**src/rtl/ctrl_pipe_pkg.sv**
```systemverilog
// ctrl_pipe_pkg: shared constants for the control-path pipeline.
//   - Control-bundle field layout (LSB first) and the default bundle width.
//   - Stage indices for the default 3-stage build (EX / MEM / WB).
//   - Bubble constant: an all-zero control bundle.
package ctrl_pipe_pkg;

  localparam int CTRL_W = 12;

  // Control bundle layout, LSB first.
  localparam int F_OPC_LSB  = 0;   localparam int F_OPC_W  = 2;
  localparam int F_JMP_LSB  = 2;   localparam int F_JMP_W  = 1;
  localparam int F_BR_LSB   = 3;   localparam int F_BR_W   = 1;
  localparam int F_IMM_LSB  = 4;   localparam int F_IMM_W  = 2;
  localparam int F_ASRC_LSB = 6;   localparam int F_ASRC_W = 1;
  localparam int F_RW_LSB   = 7;   localparam int F_RW_W   = 1;
  localparam int F_MW_LSB   = 8;   localparam int F_MW_W   = 1;
  localparam int F_MR_LSB   = 9;   localparam int F_MR_W   = 1;
  localparam int F_RES_LSB  = 10;  localparam int F_RES_W  = 2;

  localparam int STAGES_DEF = 3;
  localparam int ST_EX      = 0;
  localparam int ST_MEM     = 1;
  localparam int ST_WB      = STAGES_DEF - 1;

  localparam logic [CTRL_W-1:0] CTRL_BUBBLE = '0;

  // WB index for a non-default chain length.
  function automatic int st_wb(input int stages);
    return stages - 1;
  endfunction

endpackage

```
**src/rtl/ctrl_pipe_stage.sv**
```systemverilog
// ctrl_pipe_stage: one control-pipeline stage register.
//   clk, reset      : clock, asynchronous active-high reset
//   i_hold          : keep current contents (highest priority)
//   i_bubble        : load an all-zero bubble
//   i_valid..i_is_load : incoming bundle; an invalid bundle is stored as a bubble
//   o_*             : registered stage contents (ctrl/regwrite already zero when invalid)
module ctrl_pipe_stage #(
  parameter int CTRL_W = ctrl_pipe_pkg::CTRL_W,
  parameter int RA_W   = 4
) (
  input  logic              clk,
  input  logic              reset,
  input  logic              i_hold,
  input  logic              i_bubble,
  input  logic              i_valid,
  input  logic [CTRL_W-1:0] i_ctrl,
  input  logic [RA_W-1:0]   i_rd,
  input  logic              i_regwrite,
  input  logic              i_is_load,
  output logic              o_valid,
  output logic [CTRL_W-1:0] o_ctrl,
  output logic [RA_W-1:0]   o_rd,
  output logic              o_regwrite,
  output logic              o_is_load
);
  import ctrl_pipe_pkg::*;

  logic              r_valid;
  logic [CTRL_W-1:0] r_ctrl;
  logic [RA_W-1:0]   r_rd;
  logic              r_regwrite;
  logic              r_is_load;
  logic              w_kill;

  // Storing invalid slots as bubbles keeps every output clean without gating downstream.
  assign w_kill = i_bubble | ~i_valid;

  always_ff @(posedge clk or posedge reset) begin
    if (reset) begin
      r_valid    <= 1'b0;
      r_ctrl     <= '0;
      r_rd       <= '0;
      r_regwrite <= 1'b0;
      r_is_load  <= 1'b0;
    end else if (!i_hold) begin
      r_valid    <= ~w_kill;
      r_ctrl     <= w_kill ? CTRL_W'(CTRL_BUBBLE) : i_ctrl;
      r_rd       <= w_kill ? '0 : i_rd;
      r_regwrite <= ~w_kill & i_regwrite;
      r_is_load  <= ~w_kill & i_is_load;
    end
  end

  assign o_valid    = r_valid;
  assign o_ctrl     = r_ctrl;
  assign o_rd       = r_rd;
  assign o_regwrite = r_regwrite;
  assign o_is_load  = r_is_load;

endmodule

```
**src/rtl/ctrl_pipe_n.sv**
```systemverilog
// ctrl_pipe_n: parametrised control-path pipeline (stage 0 = EX, stage STAGES-1 = WB)
// with RAW / load-use hazard detection, bubble insertion and saturating counters.
//   clk, reset        : clock, asynchronous active-high reset
//   id_*              : decode-slot bundle and register usage
//   ext_stall         : freeze all stages and counters
//   flush             : squash the decode slot (stage 0 takes a bubble)
//   hz_stall          : combinational hold request for IF/ID
//   st_valid/ctrl/rd/regwrite : per-stage contents, stage k in slice k
//   stall_cnt, flush_cnt      : saturating event counters
// Build option: define FWD_EN when the datapath fully bypasses; the hazard window
// then shrinks to a load sitting in stage 0.
module ctrl_pipe_n #(
  parameter int CTRL_W = ctrl_pipe_pkg::CTRL_W,
  parameter int STAGES = 3,
  parameter int RA_W   = 4,
  parameter int CNT_W  = 16
) (
  input  logic                     clk,
  input  logic                     reset,
  input  logic                     id_valid,
  input  logic [CTRL_W-1:0]        id_ctrl,
  input  logic [RA_W-1:0]          id_rd,
  input  logic [RA_W-1:0]          id_rs1,
  input  logic [RA_W-1:0]          id_rs2,
  input  logic                     id_use_rs1,
  input  logic                     id_use_rs2,
  input  logic                     id_regwrite,
  input  logic                     id_is_load,
  input  logic                     ext_stall,
  input  logic                     flush,
  output logic                     hz_stall,
  output logic [STAGES-1:0]        st_valid,
  output logic [STAGES*CTRL_W-1:0] st_ctrl,
  output logic [STAGES*RA_W-1:0]   st_rd,
  output logic [STAGES-1:0]        st_regwrite,
  output logic [CNT_W-1:0]         stall_cnt,
  output logic [CNT_W-1:0]         flush_cnt
);
  import ctrl_pipe_pkg::*;

  logic [STAGES-1:0]             w_valid, w_rw, w_ld;
  logic [STAGES-1:0][CTRL_W-1:0] w_ctrl;
  logic [STAGES-1:0][RA_W-1:0]   w_rd;

  logic [STAGES-1:0]             w_in_valid, w_in_rw, w_in_ld, w_bub;
  logic [STAGES-1:0][CTRL_W-1:0] w_in_ctrl;
  logic [STAGES-1:0][RA_W-1:0]   w_in_rd;

  logic [STAGES-2:0]             w_match;
  logic                          w_hz_any;
  logic                          w_unused;

  logic [CNT_W-1:0]              r_stall_cnt, r_flush_cnt;

  // Stage 0 is fed from decode, stage k from stage k-1.
  assign w_in_valid = {w_valid[STAGES-2:0], id_valid};
  assign w_in_ctrl  = {w_ctrl[STAGES-2:0],  id_ctrl};
  assign w_in_rd    = {w_rd[STAGES-2:0],    id_rd};
  assign w_in_rw    = {w_rw[STAGES-2:0],    id_regwrite};
  assign w_in_ld    = {w_ld[STAGES-2:0],    id_is_load};
  assign w_bub      = {{(STAGES-1){1'b0}}, flush | hz_stall};

  for (genvar k = 0; k < STAGES; k++) begin : g_stage
    ctrl_pipe_stage #(.CTRL_W(CTRL_W), .RA_W(RA_W)) u_stage (
      .clk        (clk),
      .reset      (reset),
      .i_hold     (ext_stall),
      .i_bubble   (w_bub[k]),
      .i_valid    (w_in_valid[k]),
      .i_ctrl     (w_in_ctrl[k]),
      .i_rd       (w_in_rd[k]),
      .i_regwrite (w_in_rw[k]),
      .i_is_load  (w_in_ld[k]),
      .o_valid    (w_valid[k]),
      .o_ctrl     (w_ctrl[k]),
      .o_rd       (w_rd[k]),
      .o_regwrite (w_rw[k]),
      .o_is_load  (w_ld[k])
    );
  end

  // WB is never compared: the register file writes before it is read.
  for (genvar j = 0; j < STAGES - 1; j++) begin : g_match
    assign w_match[j] = w_valid[j] & w_rw[j] & (w_rd[j] != '0) &
                        ((id_use_rs1 & (id_rs1 == w_rd[j])) |
                         (id_use_rs2 & (id_rs2 == w_rd[j])));
  end

`ifdef FWD_EN
  assign w_hz_any = w_match[ST_EX] & w_ld[ST_EX];
`else
  assign w_hz_any = |w_match;
`endif

  assign hz_stall = id_valid & ~flush & w_hz_any;

  always_ff @(posedge clk or posedge reset) begin
    if (reset) begin
      r_stall_cnt <= '0;
      r_flush_cnt <= '0;
    end else if (!ext_stall) begin
      if (hz_stall && (r_stall_cnt != '1)) r_stall_cnt <= r_stall_cnt + CNT_W'(1);
      if (flush && (r_flush_cnt != '1))    r_flush_cnt <= r_flush_cnt + CNT_W'(1);
    end
  end

  assign st_valid    = w_valid;
  assign st_ctrl     = w_ctrl;
  assign st_rd       = w_rd;
  assign st_regwrite = w_rw;
  assign stall_cnt   = r_stall_cnt;
  assign flush_cnt   = r_flush_cnt;

  // The WB is_load bit and, with bypassing, the older match terms have no consumer.
  assign w_unused = ^{w_ld[STAGES-1], w_match};

endmodule

```
**config.mk**
```make
export PLATFORM = sky130hd
export DESIGN_NAME = ctrl_pipe_n
export DESIGN_NICKNAME = d
export VERILOG_FILES = /design/src/rtl/ctrl_pipe_pkg.sv /design/src/rtl/ctrl_pipe_stage.sv /design/src/rtl/ctrl_pipe_n.sv
export SDC_FILE = /design/constraint.sdc
export NUM_CORES = 1
export LEC_CHECK = 0
export CORE_MARGIN = 4
export CORE_UTILIZATION = 30
export CTS_CLUSTER_SIZE = 30
export DETAILED_ROUTE_END_ITERATION = 8
export PLACE_DENSITY = 0.58
export SYNTH_ARGS = -nofsm -noshare
export SYNTH_HDL_FRONTEND = slang
export SYNTH_SLANG_ARGS = --single-unit
```
**constraint.sdc**
```tcl
create_clock -name clk -period 4.6 [get_ports clk]
set_input_delay 1.38 -clock clk [delete_from_list [all_inputs] [get_ports clk]]
set_output_delay 1.38 -clock clk [all_outputs]
set_load 0.05 [all_outputs]
```
==> impl_metrics.json <==
{
  "clk_pin_slew_worst_paths_ns": 0.06,
  "fillers": 1155,
  "syn_avg_cell_area_sq_um": 11.5,
  "yosysWarnings": 0,
  "clkLatencyLatePin_ns": 0.33,
  "finalCritPeriodShare_pct": 96.6,
  "critPathMaxFanout": 2,
  "core_area_sq_um": 12200,
  "path_class": "in2out",
  "ys.flop_type": "dfrtp_1",
  "cp-end-kind": "output pin",
  "portBuffers": 118,
  "hold_viol": 0,
  "die_y_microns": 120,
  "clock-skew-final_ns": 0.00814,
  "crit_required_ns": 3.22,
  "fin_setup_tns_ns": 0,
  "rows": 40,
  "wl_mm": 9.82,
  "start_util_pct": 31.1,
  "grtUsageTotal_pct": 13.8,
  "worstMarginPinSlew_ns": 0.716,
  "wl_per_cell_microns": 15.9,
  "clockBufferDepth": 2,
  "drc": 0,
  "cts_hold_buf": 0,
  "die_w_microns": 120,
  "n_antenna_cell": 0,
  "syn2layout_area_growth_pct": 43.8,
  "crit_slowest_cell": "clkdlybuf4s50_1",
  "slew_headroom_pct": 52.2,
  "cts_sinks": 86,
  "antenna_found_initial": 0,
  "ant_nets": 0,
  "layout-drive-gt1-share_pct": 10.9,
  "syn_nets": 363,
  "grt_pass1_wl_mm": 15.6,
  "synth-async-reset-ratio_pct": 100,
  "nets": 478,
  "syn_inst": 328,
  "hpwl_mm": 7.11,
  "cts_root_buf": "clkbuf_16",
  "crit_path_start_kind": "input port",
  "die_area_sq_um": 14500,
  "met2_usage_pct": 21.6,
  "busiest_layer": "met2",
  "slew_violations": 0,
  "ioPinCount": 120,
  "cap_violations": 0,
  "ir_drop_v": 0.000384,
  "min_period_ns": 4.44,
  "cts_tree": "done",
  "dr.pass1.iters": 4,
  "gp_congestion": 0.762,
  "cts.htree.levels": 3,
  "hold_path_class": "reg2reg",
  "synth_seq_area_share_pct": 57.0,
  "fmax_ghz": 0.225,
  "cts_buffers": 9,
  "use_met3_pct": 3.09,
  "crit_buf_inv": 3,
  "ys_types": 38,
  "synth_edf_count": 0,
  "p_leak_nw": 2.38,
  "cpPeakStageDelay_ns": 0.45,
  "dr_total_vias": 2835,
  "crit_chain": "clkdlybuf4s50_1, xor2_1, nor3_1, a22oi_2, nand3_2, nor3b_1, buf_4, buf_12",
  "syn_area_sq_um": 3780,
  "grt_pass1_vias": 2834,
  "grt_overflow": 0,
  "run_status": "finished, final reports clean",
  "routed_via_density": 4.60,
  "p_per_area_nw_per_um2": 372,
  "grt.met1_usage_pct": 18.5,
  "ys_ff_latch": 86,
  "setup_viol": 0,
  "final_cells": 616,
  "drt_iter0_drc": 135,
  "critical_path.top_delay_family": "buffers and inverters",
  "grt_max_degree": 74,
  "critical_path_arrival_ns": 3.06,
  "dp_cells": 600
}
## cell usage after synthesis, types with 2 or more instances
cell type	number	area (sq um)
clkbuf_1	11	41.3
nand4_1	15	93.8
ha_1	2	25.0
buf_4	7	52.6
xor2_1	24	210
dfrtp_1	86	2150
nand3_1	7	35.0
and3_1	7	43.8
nand2_1	39	146
nor3_1	5	25.0
xnor2_1	22	193
mux2_2	2	22.5
a22o_1	26	228
buf_2	2	10.0
a21o_1	3	22.5
nor2b_1	2	12.5
inv_1	8	30.0
o21ai_0	16	80.1
nor4_2	2	25.0
nor2_1	11	41.3
a22o_2	9	90.1
buf_6	2	22.5
nor4_1	2	12.5
and2_1	4	25.0
## worst min-delay path, cell delays in order, from the launching register on
cell and delay, ns:
dfrtp_1 0.34, nand2_1 0.05, o21ai_0 0.06
## area by class of cell
cell class	instances	area, sq um	area share, %
clock buffer	9	225	4.14
clock inverter	7	95.1	1.75
inverter	8	31.3	0.576
multi-input combinational	212	1480	27.1
sequential	86	2150	39.6
tap	168	210	3.87
timing repair buffer	126	1250	22.9
## report_power, final
part / internal [mW] / leakage, nW / switching, mW
registers: 0.799 / 1.17 / 0.0553
clock network: 0.478 / 0.156 / 0.303
logic: 0.143 / 1.06 / 0.242
total: 1.42 / 2.38 / 0.601
## through the flow
| step | power, mW | setup slack [ns] | hold slack, ns | utilization (%) | instance area [sq um] |
|---|---|---|---|---|---|
| final | 2.02 | 0.156 | 0.487 | 44.7 | 5440 |
| after global placement | 1.25 | 0.137 | 0.463 | 42.0 | 5110 |
| after floorplan | 1.11 | 0.00928 | 0.454 | - | 3780 |
| after detailed placement | 1.26 | 0.145 | 0.473 | 42.0 | 5110 |
| after CTS | 2.05 | 0.143 | 0.489 | 44.7 | 5430 |
| after global routing | 2.11 | -0.00188 | 0.510 | 44.7 | 5440 |
## cell usage in the layout (no fill, tap or decap), types with 2 or more instances in the layout
cell             netlist  final
nor2b_1                2      2
inv_1                  8      7
xor2_1                24     24
inv_6                  0      2
a21o_1                 3      3
bufinv_16              0      2
ha_1                   2      2
dfrtp_1               86     86
nand3_1                7      7
nand4_1               15     15
clkinv_2               0      3
xnor2_1               22     22
a22o_1                26     26
nor4_2                 2      2
clkbuf_16              0      9
and3_1                 7      7
and2_1                 4      4
a22o_2                 9      9
nor3_1                 5      4
nor3_2                 1      2
mux2_2                 2      2
nand2_1               39     39
nor2_1                11     11
buf_4                  7      8
nor4_1                 2      2
clkdlybuf4s50_1        0    116
o21ai_0               16     16
## cell families (layout without fill, tap and decap cells)
| logic type | after synthesis | after routing | share of synthesized area [%] |
|---|---|---|---|
| mux | 2 | 2 | 0.596 |
| compound gates | 58 | 58 | 12.5 |
| fa+ha+maj | 2 | 2 | 0.662 |
| flops | 86 | 86 | 57.0 |
| xor+xnor | 46 | 46 | 10.7 |
| simple gates | 104 | 104 | 14.5 |
| buf+inv | 30 | 150 | 4.14 |
## repair_timing
action                                 in CTS  in global routing
setup endpoints to repair                   0                  1
endpoints found under the hold margin       0                  0
resized for setup                           0                  1
setup buffers                               0                  0
## state kept, by name, indices dropped and copies added (netlist names)
signal                      cells
flush_cnt                      16
g_stage.u_stage.o_ctrl         36
g_stage.u_stage.o_rd           12
g_stage.u_stage.o_regwrite      3
g_stage.u_stage.o_valid         3
stall_cnt                      16
## final timing paths
path | start | endpoint | slack [ns] | depth (start not counted)
max in group asynchronous | reset | g_stage[1].u_stage.o_ctrl[11]$_DFFE_PP0N_ | 2.35 | 3
min reg2reg | g_stage[2].u_stage.o_ctrl[9]$_DFFE_PP0N_ | g_stage[2].u_stage.o_ctrl[9]$_DFFE_PP0N_ | 0.49 | 2
max reg2reg | stall_cnt[0]$_DFFE_PP0P_ | stall_cnt[1]$_DFFE_PP0P_ | 2.33 | 6
max | id_rs1[3] | hz_stall | 0.16 | 8
min | g_stage[2].u_stage.o_ctrl[9]$_DFFE_PP0N_ | g_stage[2].u_stage.o_ctrl[9]$_DFFE_PP0N_ | 0.49 | 2
min in group asynchronous | reset | stall_cnt[13]$_DFFE_PP0P_ | 1.46 | 2
## per-layer routing
| metal | wire (microns) | up-vias |
|---|---|---|
| li1 | - | 1373 |
| met1 | 4420 | 1388 |
| met2 | 4790 | 65 |
| met5 | 0 | - |
| met3 | 460 | 9 |
| met4 | 145 | 0 |
(Power assumes the default switching activity.)
